### config.mk
export PLATFORM = sky130hd
export DESIGN_NAME = systolic_ctrl_flat
export DESIGN_NICKNAME = d
export VERILOG_FILES = /design/src/rtl/systolic_if.sv /design/src/rtl/systolic_ctrl.sv /design/src/flat_wrapper.sv
export SDC_FILE = /design/constraint.sdc
export NUM_CORES = 1
export LEC_CHECK = 0
export CAP_MARGIN = 40
export CORE_ASPECT_RATIO = 1.25
export CORE_MARGIN = 1
export CORE_UTILIZATION = 31
export CTS_CLUSTER_DIAMETER = 80
export CTS_CLUSTER_SIZE = 20
export DETAILED_ROUTE_END_ITERATION = 7
export PLACE_DENSITY = 0.65
export SKIP_CTS_REPAIR_TIMING = 1
export SYNTH_ARGS = -nofsm -noshare
export SYNTH_HDL_FRONTEND = slang
export SYNTH_SLANG_ARGS = --single-unit
### constraint.sdc
create_clock -name clk -period 10.05 [get_ports clk]
set_input_delay 2.5125 -clock clk [delete_from_list [all_inputs] [get_ports clk]]
set_output_delay 2.5125 -clock clk [all_outputs]
set_load 0.01 [all_outputs]
### src/rtl/systolic_if.sv
// Host-side handshake, operand fetch and array feed bundle for the systolic controller.
// master = host/memory side, slave = controller side.
interface systolic_if #(
  parameter int N      = 4,
  parameter int DATA_W = 8,
  parameter int KW     = 8
);
  logic                  start;
  logic [KW-1:0]         k_len;
  logic                  busy;
  logic                  done;
  logic                  res_valid;
  logic                  rd_en;
  logic [KW-1:0]         rd_k;
  logic [N*DATA_W-1:0]   rd_a;
  logic [N*DATA_W-1:0]   rd_b;
  logic                  arr_clr;
  logic [N*DATA_W-1:0]   row_out;
  logic [N*DATA_W-1:0]   col_out;

  modport master (
    output start, k_len, rd_a, rd_b,
    input  busy, done, res_valid, rd_en, rd_k, arr_clr, row_out, col_out
  );

  modport slave (
    input  start, k_len, rd_a, rd_b,
    output busy, done, res_valid, rd_en, rd_k, arr_clr, row_out, col_out
  );
endinterface

### src/rtl/systolic_ctrl.sv
// Job sequencer for an N x N output-stationary systolic array: clears the array,
// fetches K operand columns/rows and feeds them through per-lane skew lines.
module systolic_ctrl #(
  parameter int N      = 4,
  parameter int DATA_W = 8,
  parameter int KW     = 8
) (
  input  logic       clk,
  input  logic       rst,
  systolic_if.slave  bus
);
  // Flush counter must reach 2N-1 without overflow.
  localparam int FW = $clog2(2 * N + 1);

  typedef enum logic [2:0] {IDLE, CLEAR, FEED, FLUSH, DONE} state_t;

  state_t        state_reg, state_next;
  logic [KW-1:0] k_len_reg, k_len_next;
  logic [KW-1:0] k_cnt_reg, k_cnt_next;
  logic [FW-1:0] fl_cnt_reg, fl_cnt_next;
  logic          res_valid_reg, res_valid_next;
  logic          dv_reg;

  logic          done_c;
  logic          arr_clr_c;
  logic          rd_en_c;

  always_ff @(posedge clk or posedge rst) begin
    if (rst) begin
      state_reg     <= IDLE;
      k_len_reg     <= '0;
      k_cnt_reg     <= '0;
      fl_cnt_reg    <= '0;
      res_valid_reg <= 1'b0;
      dv_reg        <= 1'b0;
    end else begin
      state_reg     <= state_next;
      k_len_reg     <= k_len_next;
      k_cnt_reg     <= k_cnt_next;
      fl_cnt_reg    <= fl_cnt_next;
      res_valid_reg <= res_valid_next;
      dv_reg        <= rd_en_c;
    end
  end

  always_comb begin
    state_next     = state_reg;
    k_len_next     = k_len_reg;
    k_cnt_next     = k_cnt_reg;
    fl_cnt_next    = fl_cnt_reg;
    res_valid_next = res_valid_reg;
    done_c         = 1'b0;
    arr_clr_c      = 1'b0;
    rd_en_c        = 1'b0;
    case (state_reg)
      IDLE: begin
        if (bus.start) begin
          k_len_next     = bus.k_len;
          res_valid_next = 1'b0;
          state_next     = CLEAR;
        end
      end
      CLEAR: begin
        arr_clr_c  = 1'b1;
        state_next = (k_len_reg == '0) ? DONE : FEED;
      end
      FEED: begin
        rd_en_c = 1'b1;
        // Compare against K-1 so K = 2^KW-1 finishes without the index wrapping.
        if (k_cnt_reg == k_len_reg - KW'(1)) begin
          k_cnt_next = '0;
          state_next = FLUSH;
        end else begin
          k_cnt_next = k_cnt_reg + KW'(1);
        end
      end
      FLUSH: begin
        if (fl_cnt_reg == FW'(2 * N - 1)) begin
          fl_cnt_next = '0;
          state_next  = DONE;
        end else begin
          fl_cnt_next = fl_cnt_reg + FW'(1);
        end
      end
      DONE: begin
        done_c         = 1'b1;
        res_valid_next = 1'b1;
        state_next     = IDLE;
      end
      default: state_next = IDLE;
    endcase
  end

  assign bus.busy      = (state_reg != IDLE);
  assign bus.done      = done_c;
  assign bus.arr_clr   = arr_clr_c;
  assign bus.rd_en     = rd_en_c;
  assign bus.rd_k      = k_cnt_reg;
  assign bus.res_valid = res_valid_reg;

  logic [N*DATA_W-1:0] row_vec;
  logic [N*DATA_W-1:0] col_vec;

  // Lane gi carries gi+1 registers: one capture stage plus gi skew stages.
  genvar gi;
  generate
    for (gi = 0; gi < N; gi++) begin : g_lane
      logic [DATA_W-1:0] a_pipe_reg [gi+1];
      logic [DATA_W-1:0] b_pipe_reg [gi+1];

      always_ff @(posedge clk or posedge rst) begin
        if (rst) begin
          for (int d = 0; d <= gi; d++) begin
            a_pipe_reg[d] <= '0;
            b_pipe_reg[d] <= '0;
          end
        end else begin
          a_pipe_reg[0] <= dv_reg ? bus.rd_a[gi*DATA_W +: DATA_W] : '0;
          b_pipe_reg[0] <= dv_reg ? bus.rd_b[gi*DATA_W +: DATA_W] : '0;
          for (int d = 1; d <= gi; d++) begin
            a_pipe_reg[d] <= a_pipe_reg[d-1];
            b_pipe_reg[d] <= b_pipe_reg[d-1];
          end
        end
      end

      assign row_vec[gi*DATA_W +: DATA_W] = a_pipe_reg[gi];
      assign col_vec[gi*DATA_W +: DATA_W] = b_pipe_reg[gi];
    end
  endgenerate

  assign bus.row_out = row_vec;
  assign bus.col_out = col_vec;
endmodule

### src/flat_wrapper.sv
// flat-port wrapper written by rule: the top's interface ports become plain ports
module systolic_ctrl_flat 
#(
  parameter int N      = 4,
  parameter int DATA_W = 8,
  parameter int KW     = 8
)
  (clk, rst, bus_start, bus_k_len, bus_rd_a, bus_rd_b, bus_busy, bus_done, bus_res_valid, bus_rd_en, bus_rd_k, bus_arr_clr, bus_row_out, bus_col_out);
  systolic_if #(.N(N), .DATA_W(DATA_W), .KW(KW)) bus_i ();
  input  logic clk;
  input  logic rst;
  input wire logic [$bits(bus_i.start)-1:0] bus_start;
  input wire logic [$bits(bus_i.k_len)-1:0] bus_k_len;
  input wire logic [$bits(bus_i.rd_a)-1:0] bus_rd_a;
  input wire logic [$bits(bus_i.rd_b)-1:0] bus_rd_b;
  output wire logic [$bits(bus_i.busy)-1:0] bus_busy;
  output wire logic [$bits(bus_i.done)-1:0] bus_done;
  output wire logic [$bits(bus_i.res_valid)-1:0] bus_res_valid;
  output wire logic [$bits(bus_i.rd_en)-1:0] bus_rd_en;
  output wire logic [$bits(bus_i.rd_k)-1:0] bus_rd_k;
  output wire logic [$bits(bus_i.arr_clr)-1:0] bus_arr_clr;
  output wire logic [$bits(bus_i.row_out)-1:0] bus_row_out;
  output wire logic [$bits(bus_i.col_out)-1:0] bus_col_out;
  assign bus_i.start = bus_start;
  assign bus_i.k_len = bus_k_len;
  assign bus_i.rd_a = bus_rd_a;
  assign bus_i.rd_b = bus_rd_b;
  assign bus_busy = bus_i.busy;
  assign bus_done = bus_i.done;
  assign bus_res_valid = bus_i.res_valid;
  assign bus_rd_en = bus_i.rd_en;
  assign bus_rd_k = bus_i.rd_k;
  assign bus_arr_clr = bus_i.arr_clr;
  assign bus_row_out = bus_i.row_out;
  assign bus_col_out = bus_i.col_out;
  systolic_ctrl #(.N(N), .DATA_W(DATA_W), .KW(KW)) u_core (.clk(clk), .rst(rst), .bus(bus_i));
endmodule
[Word level (Yosys, flattened, before mapping)]
Index checks and enable logic that the tools add are counted.
Operators by class
  reductions and logical operators: 7
  mux-type cells: 20
  add/sub/neg operators: 3
  equal/unequal tests: 9
Operators with widths (number)
  8-bit 2-to-1 mux: 9
  3-bit 2-to-1 mux: 4
  3-bit one-hot mux with 4 select lines: 1
  8-bit by 1-bit adder with 8-bit output, second input constant: 1
  8-bit equality test: 1
  8-bit zero test: 1
  8-bit by 1-bit subtractor with 8-bit output, second input constant: 1
  3-bit by 2-bit equality test with 1-bit output, second input constant: 2
  4-bit by 1-bit adder with 4-bit output, second input constant: 1
  4-bit by 3-bit equality test with 1-bit output, second input constant: 1
  1-bit 2-to-1 mux: 4
  4-bit 2-to-1 mux: 1
  2-bit by 1-bit != test with 1-bit output, second input constant: 2
  2-bit AND reduction: 2
  3-bit by 1-bit equality test with 1-bit output, second input constant: 1
  3-bit equality test, second input constant: 1
  3-bit zero test: 1
  3-bit AND reduction: 1
  3-bit nonzero test: 1
  2-bit != test, second input constant: 1
  1-bit one-hot mux with 2 select lines: 1
  2-bit nonzero test: 1
Word-level totals
  bits of input ports: 75
  register bits after elaboration: 185

[Depth between registers and ports, before layout]
Gate-level depths: netlist of run 1.
  depth in word-level cells: 4
  depth in mapped cells: 9
  gate-level depth less buffers: 8

[Least setup slack after synthesis of run 1]
Ideal clock, no wire load.
  path kind: reg-to-output
  start: reg u_core.state_reg[0]
  end: out bus_rd_en
  arrival time: 0.937 ns
  setup slack: 6.600 ns
  cell stages (with the launch flop): 5
  path buffers: 1
  cell sequence: dfrtp_1 nor2_1 nand2_1 clkbuf_1 inv_1
On the way
  cells in the longest elaborated chain, start to end: 2
RTL lines
  from (decl): line systolic_ctrl.sv:17  | state_t state_reg, state_next;
  from (signal assigned): line systolic_ctrl.sv:37  | state_reg <= state_next;
  3-bit by 2-bit equality test with 1-bit output: line systolic_ctrl.sv:55  | case (state_reg)
  1-bit 2-to-1 mux: line systolic_ctrl.sv:55
  to (decl): line flat_wrapper.sv:19  | output wire logic [$bits(bus_i.rd_en)-1:0] bus_rd_en;
Every way passes these cells.

[Worst setup path in the final report of run 1]
Ends and elaborated chain as after synthesis.

==> results.yml, run 1 <==
logic_synthesis:
  synth_area_leaders: "dfrtp_1 (75%), and2_1 (6.7%), buf_4 (5.8%), nand2_1 (2.4%), xnor2_1 (1.4%)"
  async_flop_share_pct: 100
  netlist_instances: 437
  yosysTopAreaCell: "dfrtp_1"
  synth_seq_cells: 185
  synth_cell_types: 39
  avgSynthCellArea_um2: 14.2
  synth.most_common_cell: "dfrtp_1"
  synth_flop_cell: "dfrtp_1"
  syn-num-nets: 516
  synth_common_cells: "dfrtp_1 (185), and2_1 (67), buf_4 (48)"
  ys_seq_area_share_pct: 74.5
  yosys_warnings: 0
  syn_area_mm2: 0.00621
  yosysTopAreaCellShare_pct: 74.5
  synth_edf_count: 0
power:
  power_density_mw_per_mm2: 278
  total_power_mw: 2.32
  worst_ir_drop_vdd_mv: 0.118
  p_leak_nw: 3.87
clock_tree:
  clockRootBuffer: "clkbuf_16"
  clk_latency_ps: 420
  cts_buffers: 17
  cts_tree: "built"
  htreeDepth: 4
  cts.clk_slew.worst_paths_ps: 70
  cts_buffer_depth: 2
  cts_sinks: 185
drt:
  drt-initial-drc-count: 144
  via_count: 3323
  antenna_left: 0
  routedWlPerCell_um: 14.2
  drtPass1Iterations: 4
  routed_via_density: 4.01
  route.detailed.drc: 0
  routed_wl_mm: 11.7
finish:
  nNetsFinal: 629
  final_util_pct: 42.8
  post_route_cells_drive_above_1_share_pct: 7.46
  syn_to_final_growth_pct: 34.6
  final_area_mm2: 0.00837
  diodes: 0
  final_cells: 828
  fill_cells: 1781
timing:
  min_period_ps: 4570
  worstMarginPinSlew_ps: 650
  relSlewSlack_pct: 56.7
  hold_viol_final: 0
  whs_ps: 340
  tns_ps: 0
  finalSetupViolCount: 0
  fmax_mhz: 219
  final_max_slew_viol_count: 0
  fin_crit_sh_pct: 45.5
  finClkSkew_ps: 12.2
  worst_slack_ps: 5480
  rsz0062_at_grt: "no"
min_path:
  hold_path.class: "flip-flop to flip-flop"
global_routing:
  met1_usage_pct: 14.9
  use_met2_pct: 20.1
  grt_overflow: 0
  antenna_found_initial: 0
  grt_pass1_wl_mm: 18.8
  grt_pass1_vias: 3510
  grt_max_degree: 102
  grt_usage_pct: 12.3
  busiest_layer: "met2"
  grt_use_met3_pct: 3.92
floorplanning:
  start_util_pct: 31.8
  rows: 57
  die_area_mm2: 0.0206
  die_x_um: 129
  core_area_mm2: 0.0195
  ios: 152
  dieHeight_um: 160
worst_setup_path:
  end_kind: "output port"
  required_ps: 7540
  critPathKind: "flip-flop to output port"
  path_max_fanout: 11
  critPathLaunchType: "flip-flop"
  crit_arrival_ps: 2060
place:
  placed_area_mm2: 0.00772
  pre_cts_ws_ps: 5720
  hpwl_mm: 8.20
  port_buffers: 151
  place_congestion: 0.791
  dpl.cell_count: 796
job:
  maxCapViolCount: 0
run_status:
  run_status: "completed"
[cells in the final DEF, fill, tap and decap left out, types with 4 or more instances in the layout]
master           count
inv_6                5
ha_1                 4
nor3_1               8
xnor2_1             10
clkdlybuf4s50_1    151
nand2b_1             5
o21ai_0              7
a21oi_1              5
nand3_1              4
nand2_1             39
nor2_1               4
inv_1                4
and2_1              67
dfrtp_1            184
clkbuf_16           17
[cell type report]
type / instances / area [um2] / area share [%]
repair buffers: 154 / 1570 / 18.8
clock inverters: 11 / 173 / 2.06
clock buffers: 21 / 470 / 5.62
well taps: 265 / 332 / 3.96
inverters: 5 / 26.3 / 0.314
multi-input cells: 187 / 1160 / 13.9
flip-flops and latches: 185 / 4630 / 55.4
[worst paths after layout]
check / start / end / slack [ps] / cells after the start
max reg2reg: u_core.k_len_reg[0] / u_core.state_reg[0] / 7970 / 8
min in group asynchronous: rst / u_core.g_lane[2].a_pipe_reg[19] / 2600 / 2
max in group asynchronous: rst / u_core.dv_reg / 6230 / 4
min reg2reg: u_core.g_lane[3].b_pipe_reg[13] / u_core.bus.col_out[29] / 340 / 0
max: u_core.state_reg[0] / bus_rd_en / 5480 / 4
min: u_core.g_lane[3].b_pipe_reg[13] / u_core.bus.col_out[29] / 340 / 0
[worst max-delay path, stage by stage, from the launching register on]
cell,delay [ps]
dfrtp_1,420
nor2_1,110
nand2_1,230
inv_1,280
clkdlybuf4s50_1,590
[routing by layer]
| metal | vias up | part of all wire, % |
|---|---|---|
| li1 | 1561 | - |
| met1 | 1649 | 43 |
| met2 | 100 | 50 |
| met3 | 13 | 5.6 |
| met4 | 0 | 1.3 |
| met5 | - | 0 |
[kinds of logic after synthesis]
family	Yosys count	synth area share [%]
compound gates	29	3.24
xor+xnor	13	1.83
fa+ha+maj	4	0.806
buf+inv	65	6.83
flops	185	74.5
mux	2	0.342
simple gates	139	12.4
[where the power goes]
part	leakage, nW	switching, mW	internal, mW
clock	0.316	0.287	0.422
sequential	2.44	0.125	0.935
combinational	1.12	0.252	0.302
total	3.87	0.664	1.66
(Power assumes the default switching activity.)
==> run 2, diff against run 1 <==
PLACE_DENSITY = 0.67   (was 0.65)
clock period = 4 ns   (was 10.05 ns; I/O delays follow)
==> run 2 against run 1 <==
Non-clock buffer count did not move. Via count rose by 2.1%. Global-route usage fell by 0.16 points. Clock power rose by 140%. Register-to-register slack got worse by 6100 ps. Combinational power rose by 140%. Critical endpoint unchanged.
==> results.yml, run 2 (synthesis gave the netlist of run 1 again) <==
run_status:
  run_status: "completed"
timing:
  fin_crit_sh_pct: 76.0
  final_max_slew_viol_count: 0
  finalSetupViolCount: 0
  relSlewSlack_pct: 41.8
  tns_ps: 0
  hold_viol_final: 0
  whs_ps: 345
  rsz0062_at_grt: "no"
  finClkSkew_ps: 8.73
  worstMarginPinSlew_ps: 872
  worst_slack_ps: 960
  min_period_ps: 3040
  fmax_mhz: 329
clock_tree:
  cts.clk_slew.worst_paths_ps: 70
  clk_latency_ps: 420
  clockRootBuffer: "clkbuf_16"
  cts_buffer_depth: 2
  cts_tree: "built"
  htreeDepth: 4
  cts_sinks: 185
  cts_buffers: 17
drt:
  drtPass1Iterations: 4
  routed_wl_mm: 11.3
  antenna_left: 0
  drt-initial-drc-count: 128
  routedWlPerCell_um: 13.7
  routed_via_density: 4.10
  via_count: 3393
  route.detailed.drc: 0
finish:
  nNetsFinal: 629
  post_route_cells_drive_above_1_share_pct: 7.64
  final_cell_mix: "dfrtp_1 (184), clkdlybuf4s50_1 (151), and2_1 (67), nand2_1 (39), clkbuf_16 (17)"
  syn_to_final_growth_pct: 34.0
  diodes: 0
  layout_commonest_cell: "dfrtp_1"
floorplanning:
  ios: 152
  rows: 57
  die_area_mm2: 0.0206
  core_area_mm2: 0.0195
  dieHeight_um: 160
  start_util_pct: 31.8
  die_x_um: 129
global_routing:
  grt_pass1_vias: 3715
  antenna_found_initial: 0
  grt_usage_pct: 12.1
  grt_pass1_wl_mm: 18.8
  grt_max_degree: 94
  grt_overflow: 0
worst_setup_path:
  required_ps: 3000
  critPathLaunchType: "flip-flop"
  end_kind: "output port"
  path_max_fanout: 11
  crit_arrival_ps: 2040
  critPathKind: "flip-flop to output port"
place:
  port_buffers: 151
  hpwl_mm: 7.96
  place_congestion: 0.791
  pre_cts_ws_ps: 1390
power:
  p_leak_nw: 3.84
  power_density_mw_per_mm2: 686
  worst_ir_drop_vdd_mv: 0.486
min_path:
  hold_path.class: "flip-flop to flip-flop"
job:
  maxCapViolCount: 0
-- run 2: changes by cell type in the layout (fill, tap and decap cells not counted), moves of 2 or more --
cell / previous run / this run
clkinv_4: 0 / 2
inv_6: 5 / 1
clkinv_8: 1 / 4
buf_16: 2 / 0
bufinv_16: 3 / 1
clkbuf_8: 3 / 1
clkinvlp_4: 0 / 3
buf_12: 0 / 2
-- run 2: where the power goes --
group / internal [mW] / switching, mW
Sequential: 2.35 / 0.335
Combinational: 0.740 / 0.604
Clock: 0.916 / 0.772
-- run 2: final timing paths --
kind,from,endpoint,slack (ps),cells after the start
worst min-delay path,u_core.g_lane[2].b_pipe_reg[10],u_core.bus.col_out[18],340,0
worst max-delay path,u_core.state_reg[0],bus_rd_en,960,4
worst min register to register,u_core.g_lane[2].b_pipe_reg[10],u_core.bus.col_out[18],340,0
worst max register to register,u_core.k_len_reg[0],u_core.state_reg[0],1860,8
max in group asynchronous,rst,u_core.g_lane[1].b_pipe_reg[11],2400,3
min in group asynchronous,rst,u_core.g_lane[2].a_pipe_reg[16],890,2
-- run 2: area by class of cell --
type	count	area [um2]
clock buffers	18	439
clock inverters	14	181
fillers	1808	11200
inverters	5	22.5
multi-input cells	187	1160
flip-flops and latches	185	4630
well taps	265	332
repair buffers	154	1560
-- run 2: metrics by stage --
step	instance area, um2	utilization, %	std cells	total power [mW]
3_3_place_gp	7700	39.4	796	4.01
3_5_place_dp	7700	39.4	796	4.09
6_report	8320	42.6	828	5.71
5_1_grt	8320	42.6	828	6.07
2_1_floorplan	6220	-	437	3.51
4_1_cts	8320	42.6	828	5.81
-- run 2: critical path, cell delays in order (launching register included) --
cell,delay (ps)
dfrtp_1,420
nor2_1,110
nand2_1,220
inv_1,280
clkdlybuf4s50_1,590
-- run 2: layer usage --
layer | share of wire, % | routed length, um | vias up | GRT usage, %
met5 | 0 | 0 | - | 0
met4 | 2.4 | 267 | 0 | 5.94
met3 | 6.8 | 772 | 20 | 4.02
met2 | 48 | 5450 | 122 | 19.3
met1 | 43 | 4830 | 1687 | 14.7
li1 | - | - | 1564 | -
==> run 3, diff against run 2 <==
clock period = 2.5 ns   (was 4 ns; I/O delays follow)
==> run 3 against run 2 <==
Via count fell by 0.62%. Flip-flop and latch count did not move. Sequential power rose by 60%. Critical path type unchanged. Highest routed layer unchanged.
==> results.yml, run 3 (synthesis gave the netlist of run 1 again) <==
run_status:
  run_status: "completed"
power:
  power_density_mw_per_mm2: 1100
  p_leak_nw: 3.87
  worst_ir_drop_vdd_mv: 0.518
  total_power_mw: 9.22
drt:
  route.detailed.drc: 0
  via_count: 3372
  routed_via_density: 4.05
  drt-initial-drc-count: 147
  routedWlPerCell_um: 13.4
  drtPass1Iterations: 4
  antenna_left: 0
  routed_wl_mm: 11.1
floorplanning:
  rows: 57
  start_util_pct: 31.8
  die_area_mm2: 0.0206
  die_x_um: 129
  core_area_mm2: 0.0195
  dieHeight_um: 160
  ios: 152
clock_tree:
  clk_latency_ps: 420
  cts_buffers: 17
  cts_sinks: 185
  htreeDepth: 4
  cts_buffer_depth: 2
  clockRootBuffer: "clkbuf_16"
  cts.clk_slew.worst_paths_ps: 60
  cts_tree: "built"
finish:
  nNetsFinal: 633
  final_cells: 832
  layout_commonest_cell: "dfrtp_1"
  syn_to_final_growth_pct: 34.8
  post_route_cells_drive_above_1_share_pct: 8.47
  diodes: 0
  final_cell_mix: "dfrtp_1 (184), clkdlybuf4s50_1 (151), and2_1 (67), nand2_1 (39), clkbuf_16 (17)"
  final_util_pct: 42.9
  fill_cells: 1807
worst_setup_path:
  path_max_fanout: 8
  critPathKind: "flip-flop to output port"
  required_ps: 1880
  cp_cell_sequence: "nor2_1 -> nand2_1 -> inv_2 -> clkdlybuf4s50_1"
  cp_slowest_cell: "clkdlybuf4s50_1"
  critPathLaunchType: "flip-flop"
  crit_arrival_ps: 1760
  critPathLaunch: "u_core.state_reg[0]"
  timing.rr.start: "u_core.k_len_reg[0]"
  end_kind: "output port"
  r2r_end: "u_core.bus.rd_k[6]"
  reg2reg_slack_ps: 460
  crit_buf_inv: 2
  slowest_delay_ps: 560
  crit_family: "buffers and inverters"
  r2r_cells: 7
timing:
  worstMarginPinSlew_ps: 840
  fmax_mhz: 419
  fin_crit_sh_pct: 95.4
  rsz0062_at_grt: "no"
  finalSetupViolCount: 0
  hold_viol_final: 0
  final_max_slew_viol_count: 0
  finClkSkew_ps: 6.78
  relSlewSlack_pct: 44.0
  min_period_ps: 2380
  worst_slack_ps: 115
place:
  dpl.cell_count: 800
  pre_cts_ws_ps: 478
  place_congestion: 0.789
  hpwl_mm: 7.77
  port_buffers: 151
global_routing:
  grt_max_degree: 67
  grt_pass1_wl_mm: 18.2
  grt_usage_pct: 11.7
  antenna_found_initial: 0
  grt_overflow: 0
  grt_pass1_vias: 3641
job:
  maxCapViolCount: 0
min_path:
  hold_path.class: "flip-flop to flip-flop"
  min-delay-start: "u_core.g_lane[3].a_pipe_reg[11]"
  min_path_cells: 0
  whs_endpoint: "u_core.bus.row_out[27]"
-- run 3: changes by cell type in the layout (fill, tap and decap cells not counted), moves of 2 or more --
cell | before | now
inv_8 | 4 | 2
inv_6 | 1 | 3
buf_4 | 1 | 4
clkinv_8 | 4 | 1
bufinv_16 | 1 | 3
clkbuf_1 | 0 | 2
-- run 3: routing by layer --
metal	vias up	global-route usage (%)	wire length, um
li1	1579	-	-
met4	0	4.39	138
met5	-	0	0
met3	15	4.12	712
met1	1652	14.9	5040
met2	126	18.2	5240
-- run 3: stage by stage --
stage | hold slack, ps | TNS (ps) | instance area (um2)
3_3_place_gp | 331 | 0 | 7750
3_5_place_dp | 335 | 0 | 7750
5_1_grt | 350 | 0 | 8380
2_1_floorplan | 331 | -93150 | 6220
4_1_cts | 348 | 0 | 8370
6_report | 346 | 0 | 8380
-- run 3: cell type report --
| type | instances | area, um2 | area share (%) |
|---|---|---|---|
| multi-input combinational | 187 | 1170 | 14.0 |
| tap | 265 | 332 | 3.96 |
| clock inverter | 13 | 188 | 2.24 |
| inverter | 5 | 22.5 | 0.269 |
| sequential | 185 | 4630 | 55.3 |
| clock buffer | 19 | 433 | 5.17 |
| timing repair buffer | 158 | 1600 | 19.1 |
-- run 3: how the worst max path moves through the flow --
stage / to / slack [ps] / depth (start not counted)
after floorplan: u_core.bus.col_out[10] / -500 / 1
after global placement: bus_rd_en / 500 / 4
after detailed placement: u_core.state_reg[0] / 480 / 8
after CTS: bus_rd_en / 20 / 4
after global routing: bus_rd_en / 20 / 4
final: bus_rd_en / 120 / 4
-- run 3: report_power, final --
| group | switching, mW | leakage [nW] | internal (mW) |
|---|---|---|---|
| sequential | 0.535 | 2.44 | 3.76 |
| clock | 1.16 | 0.295 | 1.61 |
| combinational | 0.956 | 1.13 | 1.21 |
